--- src/rtl/sensor_frame_packer.sv ---
// Packs I2C sensor bytes into frames and streams them out as A5, SEQ, payload[, CSUM].
// Define PACKER_CHECKSUM_EN to append the CSUM byte (SEQ + payload sum, mod 256).
module sensor_frame_packer #(
    parameter int FRAME_BYTES = 6
) (
    input  logic       CLK_48MHZ,
    input  logic       EXT_RESET,
    input  logic [7:0] BYTE_IN,
    input  logic       BYTE_VALID,
    input  logic       FRAME_START,
    output logic [7:0] OUT_DATA,
    output logic       OUT_VALID,
    input  logic       OUT_READY,
    output logic       FRAME_ERR,
    output logic       OVERFLOW,
    output logic [7:0] DROP_CNT
);
    localparam int IW = (FRAME_BYTES > 1) ? $clog2(FRAME_BYTES) : 1;
    localparam logic [IW-1:0] LAST_IDX = IW'(FRAME_BYTES - 1);
    localparam logic [7:0] SYNC_BYTE = 8'hA5;

`ifdef PACKER_CHECKSUM_EN
    typedef enum logic [2:0] {IDLE, SYNC, SEQ, PAYLOAD, CSUM} state_t;
`else
    typedef enum logic [1:0] {IDLE, SYNC, SEQ, PAYLOAD} state_t;
`endif

    state_t                       state_q, state_d;
    logic [FRAME_BYTES-1:0][7:0]  coll_q, coll_d;
    logic [FRAME_BYTES-1:0][7:0]  emit_q, emit_d;
    logic [IW-1:0]                idx_q, idx_d;
    logic [IW-1:0]                pay_idx_q, pay_idx_d;
    logic [7:0]                   seq_q, seq_d;
    logic [7:0]                   out_data_q, out_data_d;
    logic                         out_valid_q, out_valid_d;
    logic                         frame_err_q, frame_err_d;
    logic                         overflow_q, overflow_d;
    logic [7:0]                   drop_cnt_q, drop_cnt_d;
`ifdef PACKER_CHECKSUM_EN
    logic [7:0]                   csum_q, csum_d;
`endif

    logic          xfer;
    logic          last_xfer;
    logic          frame_done;
    logic [IW-1:0] wr_idx;

    always_comb begin
        state_d     = state_q;
        coll_d      = coll_q;
        emit_d      = emit_q;
        idx_d       = idx_q;
        pay_idx_d   = pay_idx_q;
        seq_d       = seq_q;
        out_data_d  = out_data_q;
        out_valid_d = out_valid_q;
        frame_err_d = 1'b0;
        overflow_d  = 1'b0;
        drop_cnt_d  = drop_cnt_q;
`ifdef PACKER_CHECKSUM_EN
        csum_d      = csum_q;
`endif
        xfer        = out_valid_q && OUT_READY;
        last_xfer   = 1'b0;
        frame_done  = 1'b0;
        // A coincident FRAME_START restarts the frame before the byte lands.
        wr_idx      = FRAME_START ? '0 : idx_q;

        if (FRAME_START) begin
            idx_d       = '0;
            frame_err_d = (idx_q != '0);
        end
        if (BYTE_VALID) begin
            coll_d[wr_idx] = BYTE_IN;
            if (wr_idx == LAST_IDX) begin
                frame_done = 1'b1;
                idx_d      = '0;
            end else begin
                idx_d = wr_idx + 1'b1;
            end
        end

        if (xfer) begin
            case (state_q)
                SYNC: begin
                    state_d    = SEQ;
                    out_data_d = seq_q;
                end
                SEQ: begin
                    state_d    = PAYLOAD;
                    pay_idx_d  = '0;
                    out_data_d = emit_q[0];
`ifdef PACKER_CHECKSUM_EN
                    csum_d     = seq_q;
`endif
                end
                PAYLOAD: begin
`ifdef PACKER_CHECKSUM_EN
                    csum_d = csum_q + out_data_q;
`endif
                    if (pay_idx_q == LAST_IDX) begin
`ifdef PACKER_CHECKSUM_EN
                        state_d    = CSUM;
                        out_data_d = csum_q + out_data_q;
`else
                        last_xfer  = 1'b1;
`endif
                    end else begin
                        pay_idx_d  = pay_idx_q + 1'b1;
                        out_data_d = emit_q[pay_idx_q + 1'b1];
                    end
                end
`ifdef PACKER_CHECKSUM_EN
                CSUM: last_xfer = 1'b1;
`endif
                default: ;
            endcase
        end

        if (last_xfer) begin
            state_d     = IDLE;
            out_valid_d = 1'b0;
            out_data_d  = 8'h00;
            seq_d       = seq_q + 8'd1;
        end

        // The emit buffer can take a new frame only if it is free by the end of this cycle.
        if (frame_done) begin
            if (state_q == IDLE || last_xfer) begin
                emit_d      = coll_d;
                state_d     = SYNC;
                out_valid_d = 1'b1;
                out_data_d  = SYNC_BYTE;
                pay_idx_d   = '0;
            end else begin
                overflow_d = 1'b1;
                if (drop_cnt_q != 8'hFF)
                    drop_cnt_d = drop_cnt_q + 8'd1;
            end
        end
    end

    always_ff @(posedge CLK_48MHZ or posedge EXT_RESET) begin
        if (EXT_RESET) begin
            state_q     <= IDLE;
            coll_q      <= '0;
            emit_q      <= '0;
            idx_q       <= '0;
            pay_idx_q   <= '0;
            seq_q       <= 8'h00;
            out_data_q  <= 8'h00;
            out_valid_q <= 1'b0;
            frame_err_q <= 1'b0;
            overflow_q  <= 1'b0;
            drop_cnt_q  <= 8'h00;
`ifdef PACKER_CHECKSUM_EN
            csum_q      <= 8'h00;
`endif
        end else begin
            state_q     <= state_d;
            coll_q      <= coll_d;
            emit_q      <= emit_d;
            idx_q       <= idx_d;
            pay_idx_q   <= pay_idx_d;
            seq_q       <= seq_d;
            out_data_q  <= out_data_d;
            out_valid_q <= out_valid_d;
            frame_err_q <= frame_err_d;
            overflow_q  <= overflow_d;
            drop_cnt_q  <= drop_cnt_d;
`ifdef PACKER_CHECKSUM_EN
            csum_q      <= csum_d;
`endif
        end
    end

    assign OUT_DATA  = out_data_q;
    assign OUT_VALID = out_valid_q;
    assign FRAME_ERR = frame_err_q;
    assign OVERFLOW  = overflow_q;
    assign DROP_CNT  = drop_cnt_q;

endmodule

--- config.mk ---
export PLATFORM = sky130hd
export DESIGN_NAME = sensor_frame_packer
export DESIGN_NICKNAME = d
export VERILOG_FILES = /design/src/rtl/sensor_frame_packer.sv
export SDC_FILE = /design/constraint.sdc
export NUM_CORES = 1
export LEC_CHECK = 0
export CAP_MARGIN = 20
export CORE_ASPECT_RATIO = 1.1
export CORE_UTILIZATION = 25
export DETAILED_ROUTE_END_ITERATION = 7
export RECOVER_POWER = 50
export SETUP_SLACK_MARGIN = 0.3
export SLEW_MARGIN = 20
export SYNTH_ARGS = -nofsm -noshare
export SYNTH_HDL_FRONTEND = slang
export SYNTH_SLANG_ARGS = --single-unit
--- constraint.sdc ---
create_clock -name CLK_48MHZ -period 5.5 [get_ports CLK_48MHZ]
set_clock_uncertainty 0.1 [all_clocks]
set_input_delay 1.65 -clock CLK_48MHZ [delete_from_list [all_inputs] [get_ports CLK_48MHZ]]
set_output_delay 1.65 -clock CLK_48MHZ [all_outputs]
set_load 0.02 [all_outputs]
==> summary.txt <==
Route
  – Routed vias/inst: 4.66
  – Residual DRC count: 0
  – WL final: 12900 microns
  – Routed WL per cell: 16.1 microns
  – Via Count: 3733
  – DRT Pass-1 Iters: 4
  – Initial drt markers: 261
  – Routed Antenna Nets: 0

Global routing
  – Total gr overflow: 0
  – Largest net degree at the start of global routing: 55
  – First-pass GRT wire length: 21400 microns
  – Antenna violations before repair: 0
  – GRT Overall Usage: 11.4%
  – Vias in the first global route: 4018

Floorplan
  – Die X: 148 microns
  – Initial Utilization: 25.6%
  – Die ar.: 0.0242 sq mm
  – Die height: 163 microns
  – # IOs: 32
  – Core Box Area: 0.0230 sq mm
  – Core Rows: 58

Pwr
  – Net Sw Power: 547 uW
  – Power per standard cell area: 348 mW/mm^2
  – VDD IR max: 141 uV
  – Logic pwr share: 7.3%
  – Sw Share: 22.3%
  – Clk pwr share: 50.5%
  – Leakage power: 3.10 nW
  – Int Power: 1.91 mW
  – Sequential share of power: 42.2%

Clock network
  – Bufs on Longest Clock Path: 2
  – # hold bufs at CTS: 0
  – Sink Count: 124
  – Post-CTS Setup Bufs: 0
  – Clk slew on worst S/H paths: 0.06 ns
  – Root buf cell: clkbuf_16
  – Clock Latency Late Sink: 0.42 ns
  – TritonCTS clock tree: built
  – Number of H-tree levels: 4
  – CTS resizes: 0
  – CTS Buf Count: 17

Yosys
  – Seq/Total Area, Yosys: 52.7%
  – Net Count, Synth: 476
  – Top cells by area, synth: dfrtp_1, mux2_2, mux4_2
  – Mean post-synth cell area: 12.8 sq um
  – Dominant cell type by area after synthesis: dfrtp_1
  – Synthesized area: 0.00589 sq mm
  – Primary FF master, synth: dfrtp_1
  – Syn Inst Count: 459
  – Number of synthesized register bits: 124
  – Yosys cell types: 54
  – Yosys warnings: 0
  – Asr flop ratio synth: 100%
  – Number of synthesized flops with an enable pin: 0
  – Synth top area share: 52.7%

Setup path
  – Critical Path Start Type: input pin
  – WP data arrival: 4.06 ns
  – CP Class: in -> reg
  – FF-to-FF path depth: 6
  – R2R Path Start: pay_idx_q[0]$_DFF_PP0_
  – CP Capture Type: flip-flop
  – Critical R2R Capture: emit_q[17]$_DFFE_PP0P_
  – WP data required: 5.69 ns
  – FF-to-FF setup slack: 2.39 ns
  – CP startpoint: OUT_READY
  – Critical Path Fanout Max: 51
  – Setup crit end: emit_q[17]$_DFFE_PP0P_

Outcome
  – Status: finished with violations
  – Failing checks: capacitance limit, slew limit

Finish
  – Fraction of layout cells with a size suffix above 1: 31.1%
  – Fillcell total: 2273
  – Synth-to-layout area growth: 19.9%
  – Final cell count without fillers: 801
  – Area of the multi-input gates: 0.00255 sq mm
  – Seq. cell area: 0.00310 sq mm
  – Final #Nets: 505
  – ANT cells: 0

STA
  – Final setup TNS: 0 ns
  – Tmin final: 3.88 ns
  – Pin slew with the least headroom to its limit: 2.33 ns
  – Slew Viols, Final: 55
  – Slew Limit Headroom: -56.0%
  – Final period util: 70.5%
  – RSZ-0062 raised after global routing: no
  – Final hold violations: 0
  – FMAX: 258 MHz
  – Worst setup margin: 1.62 ns
  – Final setup violation count: 0

Min path
  – Hold Crit Class: reg -> reg

Place
  – Post-detail-place hpwl: 8770 microns
  – Inst Count DP: 769
  – Routability cong.: 0.767
  – Number of port buffers: 31
  – Pre-CTS setup slack: 1.45 ns

Job
  – Max-Cap Viols: 1
-- worst min-delay path by stage --
| stage | startpoint | to | slack, ns | cells after the start |
|---|---|---|---|---|
| after global placement | seq_q[7]$_DFFE_PP0P_ | seq_q[7]$_DFFE_PP0P_ | 0.37 | 1 |
| final | seq_q[7]$_DFFE_PP0P_ | seq_q[7]$_DFFE_PP0P_ | 0.38 | 1 |
| after floorplan | seq_q[7]$_DFFE_PP0P_ | seq_q[7]$_DFFE_PP0P_ | 0.34 | 1 |
| after detailed placement | seq_q[7]$_DFFE_PP0P_ | seq_q[7]$_DFFE_PP0P_ | 0.36 | 1 |
| after CTS | seq_q[7]$_DFFE_PP0P_ | seq_q[7]$_DFFE_PP0P_ | 0.37 | 1 |
| after global routing | seq_q[7]$_DFFE_PP0P_ | seq_q[7]$_DFFE_PP0P_ | 0.38 | 1 |
-- flip-flops by register name, indices dropped and copies added, names as in the netlist --
| signal | cells |
|---|---|
| emit_q | 48 |
| coll_q | 41 |
| DROP_CNT | 8 |
| OUT_DATA | 8 |
| seq_q | 8 |
| idx_q | 3 |
| pay_idx_q | 3 |
| state_q | 2 |
| FRAME_ERR | 1 |
| OUT_VALID | 1 |
| OVERFLOW | 1 |
-- cell usage in the layout (no fill, tap or decap), types with 6 or more instances in the layout --
cell             instances
a21oi_1                 20
a31oi_1                  6
clkbuf_16               17
clkdlybuf4s50_1         27
dfrtp_1                123
inv_1                    7
mux2_2                  97
mux4_2                   8
nand2_1                 22
nand3_1                 12
nor2_1                  27
o21ai_0                 11
xnor2_1                  6
xor2_1                   9
-- worst max-delay path, cell delays in order --
cell	delay (ns)
dlygate4sd3_1	0.62
and3_1	0.39
a21oi_1	0.27
nor2_4	0.13
buf_4	0.56
mux2_2	0.42
-- Yosys cell counts (all sizes together) (8+ instances only) --
master	count
dfrtp	124
mux2	99
nor2	28
nand2	23
buf	22
a21oi	20
nand3	14
o21ai	12
xor2	9
inv	8
mux4	8
-- cells by family (layout without fill, tap and decap cells) --
| kind of cell | Yosys count | in the layout | share of synthesized area (%) |
|---|---|---|---|
| AO/OA/AOI/OAI | 62 | 62 | 6.95 |
| XOR/XNOR | 15 | 15 | 2.23 |
| adder cells (fa/ha/maj) | 4 | 4 | 0.850 |
| buffers and inverters | 33 | 75 | 3.70 |
| flip-flops | 124 | 124 | 52.7 |
| multiplexers | 108 | 108 | 22.3 |
| AND/OR/NAND/NOR | 113 | 113 | 11.3 |
-- cell type report --
class                      instances  share of cell area [%]
tap                              300                    5.32
sequential                       124                    44.0
timing repair buffer              35                    4.82
clock buffer                      17                    6.03
clock inverter                    15                    3.32
inverter                           8                   0.443
multi-input combinational        302                    36.1
-- metrics by stage --
stage | util [%] | hold slack, ns | total power, mW | cell area [sq um]
2_1_floorplan | - | 0.342 | 1.17 | 5890
3_3_place_gp | 27.9 | 0.367 | 1.21 | 6420
3_5_place_dp | 27.9 | 0.361 | 1.23 | 6420
4_1_cts | 30.8 | 0.375 | 2.48 | 7080
5_1_grt | 30.7 | 0.382 | 2.54 | 7060
6_report | 30.7 | 0.376 | 2.46 | 7060
-- power by group through the flow --
| stage | clock [mW] | sequential (mW) | combinational [mW] |
|---|---|---|---|
| after floorplan | 0 | 1.04 | 0.129 |
| after global placement | 0 | 1.04 | 0.170 |
| after detailed placement | 0 | 1.05 | 0.182 |
| after CTS | 1.26 | 1.04 | 0.184 |
| after global routing | 1.30 | 1.04 | 0.199 |
| final | 1.24 | 1.04 | 0.179 |
-- layer usage --
metal	GRT usage (%)	wire, microns
met4	4.17	154
met3	2.91	432
met2	19.0	6410
met1	14.3	5880
met5	0	0
Note: power is estimated with default switching activity, not from simulation.
